===== config.mk =====
export PLATFORM = sky130hd
export DESIGN_NAME = icram_bist_ctl
export DESIGN_NICKNAME = d
export VERILOG_FILES = /design/src/rtl/icram_bist_ctl.sv
export SDC_FILE = /design/constraint.sdc
export NUM_CORES = 1
export LEC_CHECK = 0
export ABC_CLOCK_PERIOD_IN_PS = 2580
export CELL_PAD_IN_SITES_DETAIL_PLACEMENT = 0
export CELL_PAD_IN_SITES_GLOBAL_PLACEMENT = 1
export CORE_MARGIN = 2
export CORE_UTILIZATION = 25
export CTS_CLUSTER_SIZE = 16
export DETAILED_ROUTE_END_ITERATION = 10
export GPL_TIMING_DRIVEN = 1
export PLACE_DENSITY = 0.57
export REMOVE_ABC_BUFFERS = 1
export SYNTH_ARGS = -nofsm -noshare
export SYNTH_HDL_FRONTEND = slang
export SYNTH_SLANG_ARGS = --single-unit

===== constraint.sdc =====
create_clock -name clk -period 2.58 [get_ports clk]
set_input_delay 0.645 -clock clk [delete_from_list [all_inputs] [get_ports clk]]
set_output_delay 0.645 -clock clk [all_outputs]
set_load 0.01 [all_outputs]

===== src/rtl/icram_bist_ctl.sv =====
// March-style BIST sequencer for the icache data RAM: W0, R0W1, R1W0 (descending), R0.
// Each 64-bit doubleword is written as two 32-bit halves; reads are compared one cycle later.
module icram_bist_ctl #(
  parameter int IC_MSB = 13
) (
  input  logic              clk,
  input  logic              reset_l,
  input  logic              test_mode,
  input  logic [1:0]        bist_mode,
  input  logic              bist_reset,
  input  logic [63:0]       icram_dout,
  output logic [IC_MSB:3]   bist_icu_addr,
  output logic [31:0]       bist_icu_din,
  output logic [1:0]        bist_icu_ram_we,
  output logic              bist_enable,
  output logic              icache_test_err_l,
  output logic              bist_done
);

  localparam int AW = IC_MSB - 2;

  localparam logic [2:0] IDLE = 3'd0;
  localparam logic [2:0] W0   = 3'd1;
  localparam logic [2:0] R0W1 = 3'd2;
  localparam logic [2:0] R1W0 = 3'd3;
  localparam logic [2:0] R0   = 3'd4;
  localparam logic [2:0] DONE = 3'd5;

  localparam logic [AW-1:0] ADDR_LAST = '1;
  localparam logic [31:0]   BG_SOLID  = '0;
  localparam logic [31:0]   BG_CHECK  = 32'h5555_5555;

  logic [2:0]    state, state_n;
  logic [AW-1:0] addr, addr_n;
  logic [1:0]    phase, phase_n;
  logic [31:0]   bg, bg_n;

  logic          en_n;
  logic [1:0]    we_n;
  logic [31:0]   din_n;
  logic [AW-1:0] oaddr_n;

  logic          cmp_active;
  logic [63:0]   cmp_exp;

  // Sequencer: phase counts the cycles spent on the current address.
  always_comb begin
    state_n = state;
    addr_n  = addr;
    phase_n = phase;
    bg_n    = bg;
    case (state)
      IDLE: begin
        if (test_mode && (bist_mode != 2'b00)) begin
          state_n = W0;
          addr_n  = '0;
          phase_n = '0;
          bg_n    = (bist_mode == 2'b10) ? BG_CHECK : BG_SOLID;
        end
      end
      W0: begin
        if (phase == 2'd1) begin
          phase_n = '0;
          if (addr == ADDR_LAST) begin
            state_n = R0W1;
            addr_n  = '0;
          end else begin
            addr_n = addr + AW'(1);
          end
        end else begin
          phase_n = phase + 2'd1;
        end
      end
      R0W1: begin
        if (phase == 2'd2) begin
          phase_n = '0;
          if (addr == ADDR_LAST) begin
            state_n = R1W0;
            addr_n  = ADDR_LAST;
          end else begin
            addr_n = addr + AW'(1);
          end
        end else begin
          phase_n = phase + 2'd1;
        end
      end
      R1W0: begin
        if (phase == 2'd2) begin
          phase_n = '0;
          if (addr == '0) begin
            state_n = R0;
            addr_n  = '0;
          end else begin
            addr_n = addr - AW'(1);
          end
        end else begin
          phase_n = phase + 2'd1;
        end
      end
      R0: begin
        if (phase == 2'd1) begin
          phase_n = '0;
          if (addr == ADDR_LAST) begin
            state_n = DONE;
            addr_n  = '0;
          end else begin
            addr_n = addr + AW'(1);
          end
        end else begin
          phase_n = phase + 2'd1;
        end
      end
      DONE: begin
        state_n = DONE;
      end
      default: begin
        state_n = IDLE;
        addr_n  = '0;
        phase_n = '0;
      end
    endcase

    if (!test_mode) begin
      state_n = IDLE;
      addr_n  = '0;
      phase_n = '0;
    end
    if (bist_reset) begin
      state_n = IDLE;
      addr_n  = '0;
      phase_n = '0;
    end
  end

  // Output values are decoded from the next state so the registered outputs line up with it.
  always_comb begin
    en_n    = 1'b0;
    we_n    = 2'b00;
    din_n   = '0;
    oaddr_n = addr_n;
    case (state_n)
      W0: begin
        en_n  = 1'b1;
        din_n = bg_n;
        we_n  = (phase_n == 2'd0) ? 2'b01 : 2'b10;
      end
      R0W1, R1W0: begin
        en_n = 1'b1;
        if (phase_n != 2'd0) begin
          din_n = (state_n == R0W1) ? ~bg_n : bg_n;
          we_n  = (phase_n == 2'd1) ? 2'b01 : 2'b10;
        end
      end
      R0: begin
        en_n = (phase_n == 2'd0);
      end
      default: begin
        oaddr_n = '0;
      end
    endcase
  end

  // Read data for the phase-0 read arrives during phase 1 of the same address.
  always_comb begin
    cmp_active = (phase == 2'd1) &&
                 ((state == R0W1) || (state == R1W0) || (state == R0));
    cmp_exp    = (state == R1W0) ? {~bg, ~bg} : {bg, bg};
  end

  always_ff @(posedge clk) begin
    if (!reset_l) begin
      state             <= IDLE;
      addr              <= '0;
      phase             <= '0;
      bg                <= '0;
      bist_icu_addr     <= '0;
      bist_icu_din      <= '0;
      bist_icu_ram_we   <= 2'b00;
      bist_enable       <= 1'b0;
      bist_done         <= 1'b0;
      icache_test_err_l <= 1'b1;
    end else begin
      state           <= state_n;
      addr            <= addr_n;
      phase           <= phase_n;
      bg              <= bg_n;
      bist_icu_addr   <= oaddr_n;
      bist_icu_din    <= din_n;
      bist_icu_ram_we <= we_n;
      bist_enable     <= en_n;
      bist_done       <= (state_n == DONE);
      if (bist_reset) begin
        icache_test_err_l <= 1'b1;
      end else if (cmp_active && (icram_dout != cmp_exp)) begin
        icache_test_err_l <= 1'b0;
      end
    end
  end

endmodule


==> impl_metrics.py <==
metrics = {
    "power": {
        "irDropWorstVdd_mv": 0.294,
        "p_leak_nw": 2.59,
        "power_density_mw_per_mm2": 424,
    },
    "yosys": {
        "ys_types": 70,
        "yosysWarnings": 0,
        "synth_async_sr_flop_share_pct": 0,
        "ys_ff_latch": 96,
        "synth.avg_cell_area_sq_um": 8.69,
        "syn_area_sq_mm": 0.00540,
        "synthFlopType": "dfxtp_1",
        "synth_edf_count": 0,
        "synth_cells": 621,
        "ys_seq_area_share_pct": 35.6,
    },
    "sta": {
        "final_hold_viol_count": 0,
        "holdWs_ns": 0.514,
        "rsz0062_at_grt": "no",
        "final.setup.tns_ns": 0,
        "finClkSkew_ns": 0.0172,
        "max_freq_ghz": 0.407,
        "finalCritPeriodShare_pct": 95.1,
        "maxSlewHeadroom_pct": 59.6,
        "tightestPinTransition_ns": 0.590,
        "min_period_ns": 2.45,
        "slew_viol_final": 0,
        "setup_viol": 0,
    },
    "clocking": {
        "clk_latency_ns": 0.36,
        "numClockSinks": 96,
        "hold_buffers": 0,
        "cts-htree-levels": 3,
        "cts-buffers-inserted": 9,
        "cts_tree": "done",
        "clockBufferDepth": 2,
        "clk_pin_slew_worst_paths_ns": 0.07,
        "clockRootBuffer": "clkbuf_16",
    },
    "placement": {
        "gp_congestion": 0.893,
        "io_buffer_count": 117,
        "place_hpwl_mm": 14.7,
    },
    "setup_path": {
        "cp_max_fo": 21,
        "critPathKind": "flop to flop",
        "cp-end-kind": "flop",
        "cp.arrival_ns": 2.74,
        "critPathRequiredTime_ns": 2.86,
        "startpoint_type": "flop",
    },
    "die": {
        "io_pins": 118,
        "chipHeight_microns": 151,
        "die_width_microns": 151,
        "dieArea_sq_mm": 0.0228,
        "rows": 53,
        "fp.coreArea_sq_mm": 0.0211,
        "start_util_pct": 25.6,
    },
    "grt": {
        "grt_pass1_wl_mm": 31.2,
        "grt_start_max_net_pins": 36,
        "antenna_found_initial": 0,
        "grt_overflow": 0,
        "grt_usage_pct": 17.8,
        "grt_pass1_vias": 5519,
    },
    "detailed_routing": {
        "dr.pass1.iters": 5,
        "drc_errors": 0,
        "wl_per_cell_microns": 18.7,
        "first_iter_violations": 380,
        "vias": 5378,
        "wirelength_mm": 19.7,
        "ant_nets": 0,
        "viasPerCell": 5.11,
    },
    "cells_and_area": {
        "drive_gt1_share_pct": 14.3,
        "num-nets-final": 845,
        "antennaDiodeCount": 0,
        "syn_to_final_growth_pct": 41.3,
    },
    "status": {
        "status": "complete, no violations",
    },
    "hold_path": {
        "hold_path_class": "flop to flop",
    },
    "run": {
        "max_cap_viol_count": 0,
    },
}
## critical path: stages (launching register included)
cell and delay [ns]:
dfxtp_1 0.38, nand3b_1 0.28, buf_12 0.22, nor4_1 0.33, mux2i_1 0.18, a2111oi_0 0.56
buf_4 0.21, a31oi_1 0.07, nor3_1 0.13
## final timing paths
path	slack, ns	from	cells after the start	end
worst max-delay path	0.13	state[2]	8	icache_test_err_l
worst min-delay path	0.51	bg[1]	1	bg[1]
worst max register to register	0.13	state[2]	8	icache_test_err_l
worst min register to register	0.51	bg[1]	1	bg[1]
## kinds of logic (layout without fill, tap and decap cells)
logic type	Yosys count	count (layout)	share of synthesized area (%)
buffers and inverters	49	206	4.13
AOI/OAI and AO/OA	145	145	19.4
adders and majority gates	2	2	0.464
xor gates and xnor gates	60	60	9.74
muxes	9	9	1.67
and+or+nand+nor	260	260	29.0
DFF	96	96	35.6
## metrics by stage
| step | total power [W] | util [%] | area, sq um | instances | worst slack, ns |
|---|---|---|---|---|---|
| floorplan | 0.00170 | - | 5180 | 575 | -0.767 |
| global placement | 0.00194 | 34.8 | 7330 | 1037 | -0.386 |
| detailed placement | 0.00194 | 34.8 | 7330 | 1037 | -0.424 |
| CTS | 0.00327 | 36.1 | 7620 | 1053 | 0.00700 |
| global route | 0.00336 | 36.1 | 7620 | 1053 | 0.0166 |
| finish | 0.00323 | 36.1 | 7620 | 1053 | 0.126 |
## layout make-up
class / count / area, sq um
well taps: 275 / 344
repair buffers: 187 / 1800
inverters: 3 / 11.3
fillers: 2190 / 13500
flip-flops and latches: 96 / 1920
multi-input cells: 476 / 3260
clock inverters: 6 / 57.6
clock buffers: 10 / 229
## layout by cell type, fill, tap and decap left out, drive strengths merged, types with 20 or more instances in the layout
cell	Yosys	layout
nand2	35	35
clkdlybuf4s50	0	117
nor2b	30	30
nor2	30	30
o31ai	35	35
a21oi	31	31
dfxtp	96	96
xnor2	52	52
nor3	20	20
nand4	40	40
buf	21	70
and3	20	20
## sequential cells by signal, summed over array words and instances (netlist names)
register,cells
bist_icu_din,32
bist_icu_addr,11
addr,11
state,3
bg,32
bist_enable,1
phase,2
bist_icu_ram_we,2
bist_done,1
icache_test_err_l,1
## synth_stat cells, types with 3 or more instances
library cell / instances / area (sq um)
nor2b_1: 30 / 188
a211o_1: 4 / 35.0
or3b_2: 4 / 35.0
nor4_1: 17 / 106
o21ai_1: 3 / 15.0
mux2i_1: 9 / 90.1
a21oi_1: 31 / 155
buf_4: 3 / 22.5
o21a_1: 4 / 30.0
o21ai_0: 13 / 65.1
a22oi_1: 3 / 22.5
nand2b_1: 8 / 50.1
a221oi_1: 3 / 26.3
and4_1: 10 / 87.6
or3_1: 10 / 62.6
nand2_1: 35 / 131
a31oi_1: 6 / 37.5
and2_1: 3 / 18.8
and3_1: 20 / 125
nand4b_1: 3 / 26.3
o31ai_1: 35 / 263
buf_2: 16 / 80.1
xor2_1: 8 / 70.1
a41oi_1: 3 / 26.3
a211oi_1: 7 / 52.6
xnor2_1: 52 / 455
clkbuf_1: 25 / 93.8
a2111oi_0: 3 / 26.3
nand3_1: 10 / 50.1
nor3b_1: 3 / 22.5
o31a_1: 5 / 43.8
inv_1: 3 / 11.3
nand3b_1: 4 / 30.0
nor2_1: 29 / 109
dfxtp_1: 96 / 1920
nor3_1: 18 / 90.1
nand4_1: 40 / 250
## metal layers
layer	up-vias	global-route usage, %	wire length, microns
met4	0	5.37	333
met1	2555	23.3	9130
met5	-	0	0
met3	23	2.89	784
li1	2654	-	-
met2	146	30.1	9450
## power breakdown
group          total (W)  switching, W  leakage, nW  internal [W]
Clock            0.00133      0.000649        0.141      0.000679
Combinational   0.000400      0.000191         1.68      0.000209
Sequential       0.00150     0.0000126        0.774       0.00149
Total            0.00323      0.000853         2.59       0.00238
## timing repair
item / 4_1_cts / 5_1_grt
cloned: 0 / 0
buffers inserted: 0 / 0
hold endpoints to repair: 0 / 0
resized for setup: 1 / 1
setup endpoints to repair: 1 / 1
Note: power is estimated with default switching activity, not from simulation.
